`src/rtl/pipeline_hazard_ctrl_pkg.sv`:
```
// Shared types and constants for the ID-stage pipeline hazard controller.
package pipeline_hazard_ctrl_pkg;

  localparam int unsigned CNT_W_DEF = 32;
  localparam int unsigned WAIT_W    = 16;
  localparam int unsigned REG_W     = 5;

  localparam logic [REG_W-1:0] REG_X0 = 5'd0;

  typedef enum logic [1:0] {
    ST_IDLE     = 2'd0,
    ST_RUN      = 2'd1,
    ST_MEM_WAIT = 2'd2,
    ST_HALT     = 2'd3
  } state_e;

  // Source operand depends on the destination of the load sitting in ID/EX.
  function automatic logic src_hits(input logic             use_src,
                                    input logic [REG_W-1:0] src,
                                    input logic [REG_W-1:0] rd);
    return use_src && (src == rd);
  endfunction

endpackage

```
`src/rtl/pipeline_hazard_ctrl_sat_counter.sv`:
```
// Saturating up-counter with synchronous clear; holds at all-ones.
module sat_counter #(
  parameter int unsigned WIDTH = 32
) (
  input  logic             clk_i,
  input  logic             clr_i,
  input  logic             inc_i,
  output logic [WIDTH-1:0] q_o
);

  always_ff @(posedge clk_i) begin
    if (clr_i) begin
      q_o <= '0;
    end else if (inc_i && (q_o != {WIDTH{1'b1}})) begin
      q_o <= q_o + WIDTH'(1);
    end
  end

endmodule

```
`src/rtl/pipeline_hazard_ctrl.sv`:
```
// Pipeline sequencing around ID: load-use bubble, taken-branch flush,
// data-memory freeze with timeout, and stall/flush statistics.
module pipeline_hazard_ctrl
  import pipeline_hazard_ctrl_pkg::*;
#(
  parameter int unsigned CNT_W       = CNT_W_DEF,
  parameter int unsigned MEM_TIMEOUT = 255
) (
  input  logic             clk_i,
  input  logic             rst_i,
  input  logic             start_i,
  input  logic [4:0]       RS1addr_i,
  input  logic [4:0]       RS2addr_i,
  input  logic             RS1use_i,
  input  logic             RS2use_i,
  input  logic             IDEX_MemRead_i,
  input  logic [4:0]       IDEX_RDaddr_i,
  input  logic             Branch_i,
  input  logic             BranchTaken_i,
  input  logic             MemReq_i,
  input  logic             MemAck_i,
  output logic             PCWrite_o,
  output logic             IFIDWrite_o,
  output logic             IFIDFlush_o,
  output logic             IDEXNoOp_o,
  output logic             PipeWrite_o,
  output logic             MEMWBNoOp_o,
  output logic             Error_o,
  output logic [CNT_W-1:0] StallCnt_o,
  output logic [CNT_W-1:0] FlushCnt_o
);

  localparam logic [WAIT_W-1:0] WAIT_LAST = WAIT_W'(MEM_TIMEOUT - 1);

  state_e            state;
  logic [WAIT_W-1:0] wait_cnt;
  logic              error_q;

  logic active;
  logic memfrz;
  logic load_use;
  logic br_flush;
  logic stall_inc;

  // Hazard classification; priority is memory freeze, then load-use, then flush.
  always_comb begin
    active   = (state == ST_RUN) || (state == ST_MEM_WAIT);
    memfrz   = active && MemReq_i && !MemAck_i;
    load_use = active && !memfrz && IDEX_MemRead_i && (IDEX_RDaddr_i != REG_X0) &&
               (src_hits(RS1use_i, RS1addr_i, IDEX_RDaddr_i) ||
                src_hits(RS2use_i, RS2addr_i, IDEX_RDaddr_i));
    br_flush = active && !memfrz && !load_use && Branch_i && BranchTaken_i;
  end

  // Pipeline control outputs.
  always_comb begin
    PCWrite_o   = 1'b0;
    IFIDWrite_o = 1'b0;
    IFIDFlush_o = 1'b0;
    IDEXNoOp_o  = 1'b1;
    PipeWrite_o = 1'b0;
    MEMWBNoOp_o = 1'b1;
    if (active) begin
      if (memfrz) begin
        IDEXNoOp_o = 1'b0;
      end else if (load_use) begin
        PipeWrite_o = 1'b1;
        MEMWBNoOp_o = 1'b0;
      end else begin
        PCWrite_o   = 1'b1;
        IFIDWrite_o = 1'b1;
        IFIDFlush_o = br_flush;
        IDEXNoOp_o  = 1'b0;
        PipeWrite_o = 1'b1;
        MEMWBNoOp_o = 1'b0;
      end
    end
  end

  assign stall_inc = active && !PCWrite_o;
  assign Error_o   = error_q;

  // State, wait counter and sticky error.
  always_ff @(posedge clk_i) begin
    if (rst_i) begin
      state    <= ST_IDLE;
      wait_cnt <= '0;
      error_q  <= 1'b0;
    end else begin
      case (state)
        ST_IDLE: begin
          if (start_i) begin
            state <= ST_RUN;
          end
        end
        ST_RUN: begin
          if (memfrz) begin
            state    <= ST_MEM_WAIT;
            wait_cnt <= '0;
          end
        end
        ST_MEM_WAIT: begin
          if (!memfrz) begin
            state    <= ST_RUN;
            wait_cnt <= '0;
          end else if (wait_cnt == WAIT_LAST) begin
            state    <= ST_HALT;
            wait_cnt <= '0;
            error_q  <= 1'b1;
          end else begin
            wait_cnt <= wait_cnt + WAIT_W'(1);
          end
        end
        default: begin
          state <= ST_HALT;
        end
      endcase
    end
  end

  sat_counter #(.WIDTH(CNT_W)) u_stall_cnt (
    .clk_i (clk_i),
    .clr_i (rst_i),
    .inc_i (stall_inc),
    .q_o   (StallCnt_o)
  );

  sat_counter #(.WIDTH(CNT_W)) u_flush_cnt (
    .clk_i (clk_i),
    .clr_i (rst_i),
    .inc_i (IFIDFlush_o),
    .q_o   (FlushCnt_o)
  );

endmodule

```
`config.mk`:
```
export PLATFORM = sky130hd
export DESIGN_NAME = pipeline_hazard_ctrl
export DESIGN_NICKNAME = d
export VERILOG_FILES = /design/src/rtl/pipeline_hazard_ctrl_pkg.sv /design/src/rtl/pipeline_hazard_ctrl_sat_counter.sv /design/src/rtl/pipeline_hazard_ctrl.sv
export SDC_FILE = /design/constraint.sdc
export NUM_CORES = 1
export LEC_CHECK = 0
export CORE_ASPECT_RATIO = 1.4
export CORE_MARGIN = 1.5
export CORE_UTILIZATION = 50
export DETAILED_ROUTE_END_ITERATION = 6
export PLACE_DENSITY = 0.78
export SKIP_LAST_GASP = 1
export SLEW_MARGIN = 20
export SYNTH_ARGS = -nofsm -noshare
export SYNTH_HDL_FRONTEND = slang
export SYNTH_HIERARCHICAL = 1
export SYNTH_SLANG_ARGS = --single-unit
```
`constraint.sdc`:
```
create_clock -name clk_i -period 4.2 [get_ports clk_i]
set_input_delay 0.42 -clock clk_i [delete_from_list [all_inputs] [get_ports clk_i]]
set_output_delay 0.42 -clock clk_i [all_outputs]
set_load 0.01 [all_outputs]
```
==> summary.md, run 1 <==
| Metric | Value |
|---|---|
| Status | `finished clean` |
| Clock root cell | `clkbuf_16` |
| Avg WL per Cell | `16.1 um` |
| Ant diodes | `0` |
| Avg Inst Size Synth | `8.52 sq um` |
| Reg2Reg Depth | `10` |
| Worst Path Class, Setup | `input port to flip-flop` |
| Clock skew | `0.00573 ns` |
| Postcts setup bufs | `0` |
| Post-Syn Area | `4680 sq um` |
| Detailed Route WL | `12.1 mm` |
| Period utilisation layout | `0.855` |
| GRT overflow | `0` |
| Final core utilization | `0.671` |
| Startpoint types | `input port` |
| Vias post-DR | `4774` |
| CP startpoint | `IDEX_RDaddr_i[1]` |
| Initial DRC count | `264` |
| Row cnt | `41` |
| Pins Over Slew Limit | `0` |
| H-tree levels | `3` |
| Area of the multi-input gates | `2890 sq um` |
| VDD IR max | `235 uV` |
| Worst EP arrival | `3.82 ns` |
| Met3 wire length | `530 um` |
| Final setup viols | `0` |
| Largest net degree at the start of global routing | `50` |
| Synth top cells by count | `83 x dfxtp_1, 45 x a21oi_1, 34 x nor2_1` |
| Worst-Skew Late Latency | `0.34 ns` |
| Fin worst setup slack | `0.607 ns` |
| Fraction of layout cells with a size suffix above 1 | `0.0850` |
| Synth-to-layout area growth | `29.4%` |
| Setup TNS | `0 ns` |
| IO buf count | `95` |
| Post-CTS Hold Buffers | `0` |
| Placement Setup Slack | `0.332 ns` |
| WL met1 | `5.08 mm` |
| Final nets | `676` |
| Worst Hold Path Cells | `1` |
| Hold/Removal Path Class | `flip-flop to flip-flop` |
| Rel. slew slack | `0.441` |
| I/O pin cnt | `96` |
| Slew @ Worst Pin | `0.831 ns` |
| Vias in the first global route | `4413` |
| Worst R2R End | `u_flush_cnt/q_o[31]` |
| CTS tree | `yes` |
| Post-synth EDFFs | `0` |
| Highest routed metal layer | `met4` |
| Worst Path Max Fanout | `6` |
| DRT Pass-1 Iters | `4` |
| Yosys reg bits | `83` |
| Reg-to-reg setup timing slack | `0.76 ns` |
| Resized cells post-CTS | `0` |
| Main area contributors after synthesis | `dfxtp_1 36%, xnor2_1 4.9%, a21oi_1 4.8%` |
| Syn. warnings | `6` |
| Pwr/cell area | `341 nW/um^2` |
| Met2 wire length | `6.16 mm` |
| Syn_nets | `583` |
| LEAKAGE | `1.83 nW` |
| Clock sink count | `83` |
| Crit path time final | `3.59 ns` |
| Initial Util | `0.518` |
| Overall Global Routing Usage | `0.245` |
| Worst endpoint required time | `4.43 ns` |
| Post-synthesis cell type count | `60` |
| Worst-path clk slew | `0.06 ns` |
| Max Root-Sink Buffers | `2` |
| Min-Delay Startpoint | `Error_o` |
| DP HPWL | `8.75 mm` |
| Gp weighted congestion | `0.879` |
| Area leader, netlist | `dfxtp_1` |
| Syn Inst Count | `549` |
| Post-synthesis sequential area ratio | `0.355` |
| Antenna viol nets, final | `0` |
| F_max | `278 MHz` |
| Synth top area share | `0.355` |
| Die ar. | `9950 sq um` |
| CORE AREA | `9030 sq um` |
| TritonCTS buffer count | `9` |
| Fillcell total | `756` |
| Antenna violations before repair | `0` |
| WHS Endpoint | `Error_o` |
| Ys flop type | `dfxtp_1` |
| Register area | `1660 sq um` |
| DRC errors left | `0` |
| Worst flop-to-flop path startpoint | `state[0]` |
| Setup crit end kind | `flip-flop` |
| Unrepaired setup endpoints after global routing | `false` |
| Final Hold Viols | `0` |
| First-pass GRT wire length | `20.5 mm` |
| MaxCap Viol Count | `0` |
| Die Y | `117 um` |
| Die W | `84.8 um` |
| Fraction of registers with async set/reset | `0` |
| Vias per cell | `6.33` |
| Most frequent cell after synthesis | `dfxtp_1` |
placed cells by master (no fill, tap or decap), types with 13 or more instances in the layout:
cell / n
or4_1: 28
dfxtp_1: 83
nand2_1: 28
buf_4: 13
o31ai_1: 27
nand4_1: 26
nand3_1: 31
clkdlybuf4s50_1: 94
or3_1: 22
nor3_1: 13
a21oi_1: 45
nor2_1: 34
o21ai_0: 23
xnor2_1: 26
flip-flops by register name, summed over array words and instances (netlist names):
name / cells
wait_cnt: 16
u_flush_cnt/q_o: 32
Error_o: 1
u_stall_cnt/q_o: 32
state: 2
critical path, stage by stage:
cell             delay (ns)
clkdlybuf4s50_1        0.48
or4_1                  0.58
o211a_1                0.25
a211oi_1               0.49
nand4_1                0.23
nor4_2                 0.52
nand4_1                0.16
nor4_1                 0.30
mux2_2                 0.37
routing by layer:
metal,GRT usage,vias to the layer above
met5,0,-
met4,0.109,0
met3,0.0414,32
met2,0.425,138
met1,0.294,2297
li1,-,2307
final cells by class:
| cell class | instances | share of cell area |
|---|---|---|
| multi-input cells | 431 | 0.477 |
| flip-flops and latches | 83 | 0.274 |
| repair buffers | 108 | 0.172 |
| clock buffers | 12 | 0.0407 |
| well taps | 107 | 0.0221 |
| clock inverters | 4 | 0.00827 |
| inverters | 9 | 0.00558 |
metrics by stage:
step	total power, W	area (sq um)	instances	hold slack (ns)
after floorplan	0.00111	4680	549	0.461
after global placement	0.00127	5760	738	0.464
after detailed placement	0.00128	5760	738	0.468
after CTS	0.00209	6050	754	0.482
after global routing	0.00216	6050	754	0.513
final	0.00206	6050	754	0.479
where the power goes:
group          internal [W]  switching, W
Sequential         0.000810     0.0000262
Clock              0.000477      0.000321
Combinational      0.000205      0.000225
cells by family after synthesis:
logic type,Yosys count,synth area share
and+or+nand+nor,246,0.317
xor gates and xnor gates,32,0.0599
adders and majority gates,9,0.0241
buffers and inverters,35,0.0308
AOI/OAI and AO/OA,137,0.197
DFF,83,0.355
muxes,7,0.0163
worst max-delay path by stage:
stage	end	slack (ns)	cells after the start
6_report	u_flush_cnt/q_o[31]	0.61	9
5_1_grt	u_flush_cnt/q_o[31]	0.43	9
4_1_cts	u_flush_cnt/q_o[31]	0.67	9
3_5_place_dp	u_flush_cnt/q_o[31]	0.33	9
3_3_place_gp	u_flush_cnt/q_o[31]	0.45	9
2_1_floorplan	u_flush_cnt/q_o[31]	0.63	8
(Power assumes the default switching activity.)
==> inputs of run 2 (changes only) <==
--- a/config.mk
+++ b/config.mk
@@ -5,10 +5,12 @@
 export SDC_FILE = /design/constraint.sdc
 export NUM_CORES = 1
 export LEC_CHECK = 0
+export ABC_CLOCK_PERIOD_IN_PS = 4200
 export CORE_ASPECT_RATIO = 1.4
 export CORE_MARGIN = 1.5
 export CORE_UTILIZATION = 50
 export DETAILED_ROUTE_END_ITERATION = 6
+export GPL_TIMING_DRIVEN = 0
 export PLACE_DENSITY = 0.78
 export SKIP_LAST_GASP = 1
 export SLEW_MARGIN = 20
==> run 2 against run 1 <==
Against the previous run:
- fmax shrank 10%
- sequential power barely moved
- clock skew decreased by 0.00069 ns
- global-route usage rose by 1.7 points
- critical path type unchanged
- combinational power hardly changed
- flip-flop and latch count stayed put
- final cell count rose by 1.6%
- register-to-register slack lost 0.41 ns
- non-clock buffer count rose by 12
- largest cell class unchanged
- first-iteration DRC count fell by 20%
==> summary.md, run 2 (synthesis results as in run 1) <==
| Metric | Value |
|---|---|
| Status | `finished clean` |
| Clock skew | `0.00505 ns` |
| Vias per cell | `6.38` |
| Unrepaired setup endpoints after global routing | `false` |
| Placement Setup Slack | `-0.441 ns` |
| Startpoint types | `input port` |
| Hold slack | `0.484 ns` |
| Pins Over Slew Limit | `0` |
| Power Total | `0.00207 W` |
| Max Root-Sink Buffers | `2` |
| Worst-Skew Late Latency | `0.34 ns` |
| Setup TNS | `0 ns` |
| Initial Util | `0.518` |
| Worst Hold Path Cells | `1` |
| Layout Cells excl Fill | `766` |
| VDD IR max | `318 uV` |
| DP HPWL | `9.55 mm` |
| Register area | `1660 sq um` |
| Setup crit end kind | `flip-flop` |
| Initial DRC count | `211` |
| Overall Global Routing Usage | `0.262` |
| Reg2Reg Depth | `10` |
| Worst-path clk slew | `0.06 ns` |
| H-tree levels | `3` |
| WHS Endpoint | `Error_o` |
| Fin worst setup slack | `0.209 ns` |
| Reg-to-reg setup timing slack | `0.35 ns` |
| Gp weighted congestion | `0.889` |
| Worst Path Max Fanout | `10` |
| Worst Path Class, Setup | `input port to flip-flop` |
| Worst flop-to-flop path startpoint | `state[0]` |
| Commonest non-fill, non-tap cell in the layout | `clkdlybuf4s50_1` |
| Largest regs | `u_flush_cnt/q_o: 32 flops, u_stall_cnt/q_o: 32 flops, wait_cnt: 16 flops` |
| IO buf count | `94` |
| F_max | `251 MHz` |
| Clock root cell | `clkbuf_16` |
| Min-Delay Startpoint | `Error_o` |
| CTS tree | `yes` |
| Die W | `84.8 um` |
| Avg WL per Cell | `17.1 um` |
| Dpl cells | `750` |
| Rel. slew slack | `0.445` |
| Vias in the first global route | `4711` |
| Final nets | `688` |
| Final setup viols | `0` |
| TritonCTS buffer count | `9` |
| Worst endpoint required time | `4.43 ns` |
| CORE AREA | `9030 sq um` |
| Most frequent cells in the layout | `94 x clkdlybuf4s50_1, 83 x dfxtp_1, 45 x a21oi_1, 34 x nor2_1, 31 x nand3_1` |
| Clock sink count | `83` |
| Fraction of layout cells with a size suffix above 1 | `0.0728` |
| Die Y | `117 um` |
| Hold/Removal Path Class | `flip-flop to flip-flop` |
| GRT overflow | `0` |
| Worst R2R End | `u_flush_cnt/q_o[31]` |
| Worst EP arrival | `4.22 ns` |
| Antenna viol nets, final | `0` |
| Synth-to-layout area growth | `29.4%` |
| Largest net degree at the start of global routing | `14` |
| Detailed Route WL | `13.1 mm` |
| Final Hold Viols | `0` |
| MaxCap Viol Count | `0` |
| First-pass GRT wire length | `21.7 mm` |
| Row cnt | `41` |
| Vias post-DR | `4886` |
| Fillcell total | `799` |
| I/O pin cnt | `96` |
| Period utilisation layout | `0.950` |
| Slew @ Worst Pin | `0.826 ns` |
| Pwr/cell area | `342 nW/um^2` |
| Die ar. | `9950 sq um` |
| Crit path time final | `3.99 ns` |
| Ant diodes | `0` |
| LEAKAGE | `1.82 nW` |
| Antenna violations before repair | `0` |
| DRC errors left | `0` |
| Area of the multi-input gates | `2880 sq um` |
| DRT Pass-1 Iters | `4` |
| Postcts setup bufs | `0` |
## run 2: changes by cell type in the layout (fill, tap and decap cells not counted), sizes merged
cell / before / now
buf: 14 / 8
clkbuf: 12 / 30
## run 2: power by group
part	switching, W	internal (W)
clock network	0.000324	0.000477
logic	0.000229	0.000206
registers	0.0000252	0.000810
total	0.000578	0.00149
## run 2: critical path, stage by stage
cell             delay (ns)
clkdlybuf4s50_1        0.47
or4_1                  0.58
o211a_1                0.28
a211oi_2               0.51
nand4_1                0.47
nor4_2                 0.66
nand4_1                0.15
nor4_1                 0.30
mux2_2                 0.37
## run 2: repair_timing
action                     4_1_cts  5_1_grt
setup endpoints to repair        2        1
hold buffers                     0        0
resized for setup                1        1
## run 2: final cells by class
class	instances	share of cell area
timing repair buffer	94	0.155
inverter	9	0.00558
clock inverter	4	0.00827
multi-input combinational	431	0.475
sequential	83	0.274
tap	107	0.0221
buffer	26	0.0182
clock buffer	12	0.0407
## run 2: how the worst max path moves through the flow
stage	startpoint	endpoint	slack, ns	depth (start not counted)
5_1_grt	IDEX_RDaddr_i[1]	u_flush_cnt/q_o[31]	0.07	9
3_5_place_dp	IDEX_RDaddr_i[1]	u_flush_cnt/q_o[31]	-0.44	9
3_3_place_gp	IDEX_RDaddr_i[1]	u_flush_cnt/q_o[31]	-0.43	9
6_report	IDEX_RDaddr_i[1]	u_flush_cnt/q_o[31]	0.21	9
2_1_floorplan	IDEX_RDaddr_i[1]	u_flush_cnt/q_o[31]	0.63	8
4_1_cts	IDEX_RDaddr_i[1]	u_flush_cnt/q_o[31]	0.23	9
## run 2: through the flow
step / utilization / area (sq um)
after floorplan: - / 4680
after CTS: 0.671 / 6050
after detailed placement: 0.637 / 5750
after global routing: 0.671 / 6050
final: 0.671 / 6050
after global placement: 0.637 / 5750
## run 2: routing by layer
layer / vias up / global-route usage / share of wire
met5: - / 0 / 0
met4: 0 / 0.141 / 0.032
met3: 40 / 0.0463 / 0.055
met2: 192 / 0.456 / 0.52
met1: 2332 / 0.301 / 0.39
li1: 2322 / - / -
